File: src/rtl/max_acc_pkg.sv
// Shared types and constants for the signed max-accumulate batch sequencer.
//   state_e     : controller FSM states
//   DRAIN_DEPTH : cycles spent in DRAIN after the last accepted beat
//   acc_w()     : accumulator width for a given operand width
package max_acc_pkg;

    typedef enum logic [1:0] {
        IDLE  = 2'd0,
        RUN   = 2'd1,
        DRAIN = 2'd2,
        DONE  = 2'd3
    } state_e;

    // Covers stage 2 load and the final accumulate after the last beat.
    localparam int DRAIN_DEPTH = 2;

    function automatic int acc_w(input int n);
        return 5 * n;
    endfunction

endpackage

File: src/rtl/max_acc_datapath.sv
// Three-stage register -> max -> accumulate pipeline.
// Ports:
//   clock, reset : rising-edge clock, synchronous active-high reset
//   clr_i        : synchronous clear of valid bits, operand regs and accumulator
//   load_i       : accepted beat; loads stage 1 and becomes its valid bit
//   add_en_i     : allows stage 3 to accumulate
//   a_i, b_i     : signed operands
//   acc_o        : signed accumulator, acc_w(N) bits
module max_acc_datapath
    import max_acc_pkg::*;
#(
    parameter int N = 4
) (
    input  logic                      clock,
    input  logic                      reset,
    input  logic                      clr_i,
    input  logic                      load_i,
    input  logic                      add_en_i,
    input  logic signed [N-1:0]       a_i,
    input  logic signed [N-1:0]       b_i,
    output logic signed [acc_w(N)-1:0] acc_o
);

    localparam int AW = acc_w(N);

    logic signed [N-1:0]  a_q;
    logic signed [N-1:0]  b_q;
    logic signed [N-1:0]  max_q;
    logic                 v1_q;
    logic                 v2_q;
    logic signed [AW-1:0] acc_q;

    always_ff @(posedge clock) begin
        if (reset || clr_i) begin
            a_q   <= '0;
            b_q   <= '0;
            max_q <= '0;
            v1_q  <= 1'b0;
            v2_q  <= 1'b0;
            acc_q <= '0;
        end else begin
            v1_q <= load_i;
            if (load_i) begin
                a_q <= a_i;
                b_q <= b_i;
            end
            v2_q <= v1_q;
            // Ties select b; both operands are signed so the compare is signed.
            if (v1_q) begin
                max_q <= (a_q > b_q) ? a_q : b_q;
            end
            if (v2_q && add_en_i) begin
                acc_q <= acc_q + {{(AW-N){max_q[N-1]}}, max_q};
            end
        end
    end

    assign acc_o = acc_q;

endmodule

File: src/rtl/max_acc_controller.sv
// Batch sequencer for the signed max-accumulate datapath.
//
//   state | meaning
//   ------+---------------------------------------------------------
//   IDLE  | waiting for start; result holds the last batch sum
//   RUN   | accepting operand pairs until len beats have been taken
//   DRAIN | pipeline emptying after the last beat (DRAIN_DEPTH cycles)
//   DONE  | one-cycle done pulse; result is final
//
// Ports:
//   clock, reset  : rising-edge clock, synchronous active-high reset
//   start, len    : batch command (sampled only in IDLE)
//   in_valid/in_ready, a, b : operand pair handshake
//   busy          : state != IDLE
//   done          : one-cycle completion pulse
//   result        : accumulator, 5*N bits signed
module max_acc_controller
    import max_acc_pkg::*;
#(
    parameter int N     = 4,
    parameter int CNT_W = 8
) (
    input  logic                       clock,
    input  logic                       reset,
    input  logic                       start,
    input  logic [CNT_W-1:0]           len,
    input  logic                       in_valid,
    output logic                       in_ready,
    input  logic signed [N-1:0]        a,
    input  logic signed [N-1:0]        b,
    output logic                       busy,
    output logic                       done,
    output logic signed [acc_w(N)-1:0] result
);

    localparam logic [1:0] DRAIN_LAST = 2'(DRAIN_DEPTH - 1);

    state_e           state_q, state_d;
    logic [CNT_W-1:0] rem_q, rem_d;     // beats still to accept
    logic [1:0]       drain_q, drain_d;
    logic             beat;
    logic             clr;
    logic             add_en;

    assign in_ready = (state_q == RUN);
    assign busy     = (state_q != IDLE);
    assign done     = (state_q == DONE);
    assign beat     = in_valid & in_ready;
    assign add_en   = (state_q == RUN) || (state_q == DRAIN);

    always_ff @(posedge clock) begin
        if (reset) begin
            state_q <= IDLE;
            rem_q   <= '0;
            drain_q <= '0;
        end else begin
            state_q <= state_d;
            rem_q   <= rem_d;
            drain_q <= drain_d;
        end
    end

    always_comb begin
        state_d = state_q;
        rem_d   = rem_q;
        drain_d = drain_q;
        clr     = 1'b0;
        case (state_q)
            IDLE: begin
                if (start) begin
                    clr     = 1'b1;
                    rem_d   = len;
                    state_d = (len == '0) ? DONE : RUN;
                end
            end
            RUN: begin
                if (beat) begin
                    rem_d = rem_q - CNT_W'(1);
                    if (rem_q == CNT_W'(1)) begin
                        state_d = DRAIN;
                        drain_d = DRAIN_LAST;
                    end
                end
            end
            DRAIN: begin
                if (drain_q == 2'd0) begin
                    state_d = DONE;
                end else begin
                    drain_d = drain_q - 2'd1;
                end
            end
            DONE: begin
                state_d = IDLE;
            end
            default: begin
                state_d = IDLE;
            end
        endcase
    end

    max_acc_datapath #(
        .N(N)
    ) u_dp (
        .clock    (clock),
        .reset    (reset),
        .clr_i    (clr),
        .load_i   (beat),
        .add_en_i (add_en),
        .a_i      (a),
        .b_i      (b),
        .acc_o    (result)
    );

endmodule

File: config.mk
export PLATFORM = sky130hd
export DESIGN_NAME = max_acc_controller
export DESIGN_NICKNAME = d
export VERILOG_FILES = /design/src/rtl/max_acc_pkg.sv /design/src/rtl/max_acc_datapath.sv /design/src/rtl/max_acc_controller.sv
export SDC_FILE = /design/constraint.sdc
export NUM_CORES = 1
export LEC_CHECK = 0
export CAP_MARGIN = 20
export CORE_MARGIN = 5
export CORE_UTILIZATION = 45
export DETAILED_ROUTE_END_ITERATION = 7
export PLACE_DENSITY = 0.76
export SLEW_MARGIN = 0
export SYNTH_ARGS = -nofsm -noshare
export SYNTH_HDL_FRONTEND = slang
export SYNTH_SLANG_ARGS = --single-unit
File: constraint.sdc
create_clock -name clock -period 2.3 [get_ports clock]
set_input_delay 0.46 -clock clock [delete_from_list [all_inputs] [get_ports clock]]
set_output_delay 0.46 -clock clock [all_outputs]
set_load 0.02 [all_outputs]
# --- Yosys cells after proc, flatten, opt, wreduce, memory -nomap -nowiden ---
# Index checks and enable logic that the tools add are counted.
classes:
  n_addsub: 3
  n_lt_le_gt_ge: 1
  eq_ne: 9
  muxes: 16
  bitwise: 1
  n_reduce_logical: 12
ops:
  columns: ["op", "count"]
  rows:
  - ["$add A20 B20 Y20", 1]
  - ["$mux W2", 8]
  - ["$mux W8", 2]
  - ["$pmux W8 S2", 1]
  - ["$eq A8 B1 Y1 const B", 1]
  - ["$logic_not A8 Y1", 1]
  - ["$pmux W2 S4", 1]
  - ["$reduce_and A4 Y1", 2]
  - ["$sub A8 B1 Y8 const B", 1]
  - ["$ne A2 B1 Y1 const B", 3]
  - ["$reduce_bool A2 Y1", 3]
  - ["$eq A2 B2 Y1 const B", 2]
  - ["$gt A4 B4 Y1", 1]
  - ["$logic_not A2 Y1", 2]
  - ["$mux W4", 1]
  - ["$ne A2 B2 Y1 const B", 2]
  - ["$pmux W2 S2", 1]
  - ["$reduce_and A3 Y1", 1]
  - ["$eq A2 B1 Y1 const B", 1]
  - ["$logic_or A1 B1 Y1", 2]
  - ["$mux W1", 2]
  - ["$sub A2 B1 Y2 const B", 1]
  - ["$and A1 B1 Y1", 1]
  - ["$logic_and A1 B1 Y1", 1]
totals:
  regBits: 46
  input_bits: 20
  output_inout_bits: 23
  elab_cells: 51

# --- Logic depth before layout (Yosys ltp) ---
logic_depth:
  depth_word: 4
  depth_mapped: 10
  ltp_nobuf: 9

# --- Cells and area by module ---
# From an unflattened synthesis, not the netlist that was laid out.
hier_totals:
  cells_unflattened: 386
  hier_area_um2: 3111.7
modules_own_cells:
  columns: ["module", "instances", "cells_each", "area_per_inst_um2"]
  rows:
  - ["max_acc_datapath", 1, 268, 2205.9]
  - ["max_acc_controller", 1, 118, 905.9]

# --- Worst setup path after synthesis ---
# Ideal clock, no wire load.
synth_timing:
  kind: "register to register"
  from: "reg u_dp.acc_q[0] (netlist: u_dp.acc_o[0])"
  to: "reg u_dp.acc_q[16] (netlist: u_dp.acc_o[16])"
  setup_ps: 117
  arrival_time_ps: 2178
  required_ps: 2183
  path_slack_ps: 5
  stages_incl_launch_ff: 10
  n_path_buf: 0
  period_less_slack_ps: 2295
  cell_sequence: "dfxtp_1 -> ha_1 -> fa_1 -> a21oi_1 -> o21ai_0 -> a21oi_1 -> o311ai_2 -> o31ai_1 -> xnor2_1 -> a22o_1"
synth_between:
  elab_chain_cells: 1
synth_rtl:
  columns: ["element", "line_no", "rtl"]
  rows:
  - ["start, declared", "max_acc_datapath.sv:31", "logic signed [AW-1:0] acc_q;"]
  - ["start signal, assigned", "max_acc_datapath.sv:53", "acc_q <= acc_q + {{(AW-N){max_q[N-1]}}, max_q};"]
  - ["$add A20 B20 Y20", "max_acc_datapath.sv:53", null]
# Every way passes these cells.
# A chain may end at the register's enable or synchronous reset.

# --- Worst setup path in the final report ---
layout_timing:
  from: "reg u_dp.acc_q[0] (netlist: u_dp.acc_o[0])"
  to: "reg u_dp.acc_q[12] (netlist: u_dp.acc_o[12])"
# The elaborated chain is that of the path after synthesis.

==> impl_metrics.py <==
metrics = {
    "status": {
        "outcome": "completed",
    },
    "floorplan": {
        "fp.dieH_um": 91.9,
        "initial_core_util_pct": 47.0,
        "num_rows": 29,
        "io-pin-count": 43,
        "die_area_sq_um": 8440,
        "core_area_sq_um": 6420,
        "dieWidth_um": 91.9,
    },
    "cells_and_area": {
        "multiInputGateArea_sq_um": 2060,
        "nFillCells": 583,
        "design_area_sq_um": 3850,
        "nNetsFinal": 485,
        "regArea_sq_um": 922,
        "layout.cells.most_common": "nand2_1",
        "drive_gt1_share_pct": 13.8,
        "final_cell_mix": "nand2_1, a21oi_1, dfxtp_1",
        "antenna_cells": 0,
        "synthToLayoutAreaGrowth_pct": 27.7,
    },
    "synth": {
        "synthAdderAreaFrac_pct": 13.5,
        "synth_compound_area_share_pct": 26.0,
        "synth_top_family_by_area": "compound AO/OA/AOI/OAI gates",
        "synth_seq_cells": 46,
        "yosys_warnings": 0,
        "synth_nets": 424,
        "synthCells": 372,
        "syn_area_sq_um": 3020,
        "syn_avg_cell_area_sq_um": 8.11,
        "synthDistinctLibCells": 56,
        "synth_edf_count": 0,
        "synthXorXnorAreaFrac_pct": 4.65,
        "muxShareOfSynthArea_pct": 2.41,
        "async_reset_ff_share_pct": 0,
        "synth_top_area_share_pct": 30.5,
        "synth_seq_area_share_pct": 30.5,
        "ys_top_cells_by_area": "dfxtp_1, ha_1, a21oi_1",
        "synth_top_area_cell": "dfxtp_1",
        "synth-simple-area-share_pct": 18.4,
        "synth_ff_type": "dfxtp_1",
    },
    "setup_path": {
        "cp.arrival_ns": 2.41,
        "path_class": "register to register",
        "worstSetupStartpoint": "u_dp.acc_o[0]",
        "crit_fanout": 2,
        "cp-endpoint": "u_dp.acc_o[12]",
        "worst_ep_required_time_ns": 2.51,
        "critPathCaptureType": "register",
        "cp-start-kind": "register",
        "reg2regPathDepth": 9,
        "rrSetupSlack_ns": 0.1,
        "r2r_start": "u_dp.acc_o[0]",
        "rr_endpoint": "u_dp.acc_o[12]",
    },
    "global_route": {
        "grt-ovfl-total": 0,
        "grt_max_degree": 23,
        "grt_first_pass_wirelength_um": 12000,
        "antenna_found_initial": 0,
        "grt_pass1_vias": 2799,
        "gr-usage-all-layers_pct": 16.8,
    },
    "timing": {
        "final_max_slew_viol_count": 0,
        "final.min_clock_period_ns": 2.20,
        "hold_slack_ns": 0.469,
        "rsz0062_at_grt": "true",
        "fmax_mhz": 455,
        "finalCritPeriodShare_pct": 95.7,
        "fin_tns_setup_ns": 0,
        "hold_viol": 0,
        "setup_viol": 0,
        "maxSlewHeadroom_pct": 63.9,
        "worst_pin_slew_ns": 0.541,
        "skew_ns": 0.00807,
    },
    "route": {
        "num_vias": 2845,
        "wl_per_cell_um": 14.1,
        "ant_nets": 0,
        "drt_wl_total_um": 7210,
        "dr.pass1.iters": 4,
        "dr.first_iter.drc_count": 93,
        "drcViolationCount": 0,
        "routed_via_density": 5.57,
    },
    "power_and_ir_drop": {
        "power-per-cell-area_nw_per_um2": 739,
        "ir_drop_mv": 0.664,
        "leakage_nw": 1.58,
    },
    "clock_tree": {
        "cts-root-buf": "clkbuf_8",
        "cts_tree": "yes",
        "insertion_delay_ns": 0.31,
        "cts_max_level": 2,
        "clk_pin_slew_ns": 0.09,
        "clockBufferDepth": 2,
        "cts_sinks": 46,
        "cts_made_buffers": 5,
    },
    "place": {
        "globalplace.congestion": 0.890,
        "dpl.hpwl_um": 5310,
        "numPortBuffers": 42,
        "dpl_cell_area_sq_um": 3630,
    },
    "worst_hold_path": {
        "hold_class": "register to register",
    },
    "flow_run": {
        "cap_violations": 0,
    },
}
==> routing by layer <==
layer	wire [um]	GRT usage [%]	up-vias	part of all wire, %
met2	3650	30.7	79	51
met1	3060	19.9	1311	42
li1	-	-	1445	-
met5	0	0	-	0
met4	110	4.95	0	1.5
met3	383	3.27	10	5.3
==> metrics by stage <==
stage	total power [mW]	utilization (%)	setup slack [ns]	std cells
floorplan	1.99	-	0.00478	372
global placement	2.29	56.6	0.0249	501
detailed placement	2.33	56.6	-0.00706	501
CTS	2.86	58.3	0.000599	509
global route	3.07	60.0	-0.0244	511
finish	2.85	60.0	0.0999	511
==> layout make-up <==
class / count / share of cell area [%]
clock inverter: 3 / 0.552
sequential: 46 / 23.9
tap: 77 / 2.50
timing repair buffer: 66 / 16.0
clock buffer: 5 / 1.79
inverter: 19 / 1.85
multi-input combinational: 295 / 53.4
==> flip-flops by register name, summed over array words and instances (netlist names) <==
signal / count
u_dp.acc_o: 20
rem_q: 8
u_dp.a_q: 4
u_dp.b_q: 4
u_dp.max_q: 4
drain_q: 2
state_q: 2
u_dp.v1_q: 1
u_dp.v2_q: 1
==> cell usage after synthesis, types with 4 or more instances <==
cell type,n
ha_1,31
dfxtp_1,46
a21o_1,9
a211oi_1,13
a22o_1,6
mux2i_1,5
nor2b_1,4
nand3_1,5
nor2_1,33
o21ai_0,15
a21oi_1,49
xnor2_1,13
nand2_1,54
o21bai_1,4
clkbuf_1,7
inv_1,19
==> worst max-delay path: stages (launching register included) <==
cell and delay [ns]:
dfxtp_1 0.32, ha_1 0.22, fa_2 0.36, a21oi_2 0.16, o21ai_1 0.11, a21o_1 0.22
a41oi_2 0.25, o21bai_1 0.12, xor2_1 0.15, a22o_1 0.20
==> power by group <==
group          total, mW  switching (mW)  internal (mW)  leakage (nW)
Sequential          1.01           0.103          0.907         0.374
Combinational       1.32           0.745          0.578          1.16
Clock              0.514           0.300          0.214        0.0441
Total               2.85            1.15           1.70          1.58
==> logic make-up (layout without fill, tap and decap cells) <==
| logic type | Yosys count | count (layout) |
|---|---|---|
| mux | 7 | 7 |
| fa+ha+maj | 32 | 32 |
| buf+inv | 31 | 93 |
| simple gates | 120 | 120 |
| flops | 46 | 46 |
| compound gates | 120 | 120 |
| xor+xnor | 16 | 16 |
==> worst min-delay path by stage <==
| stage | depth (start not counted) | startpoint | slack (ns) | endpoint |
|---|---|---|---|---|
| 2_1_floorplan | 2 | u_dp.a_q[0] | 0.44 | u_dp.a_q[0] |
| 3_3_place_gp | 2 | u_dp.a_q[0] | 0.45 | u_dp.a_q[0] |
| 3_5_place_dp | 2 | u_dp.a_q[0] | 0.46 | u_dp.a_q[0] |
| 4_1_cts | 2 | u_dp.a_q[0] | 0.47 | u_dp.a_q[0] |
| 5_1_grt | 2 | u_dp.a_q[0] | 0.51 | u_dp.a_q[0] |
| 6_report | 2 | u_dp.a_q[0] | 0.47 | u_dp.a_q[0] |
==> what timing repair did <==
item	in CTS	in global routing
buffers inserted	0	2
pin swaps	2	7
setup endpoints to repair	3	10
gates resized for setup	5	20
hold endpoints to repair	0	0
hold buffers	0	0
cloned	0	0
Power figures use the tool's default switching activity.
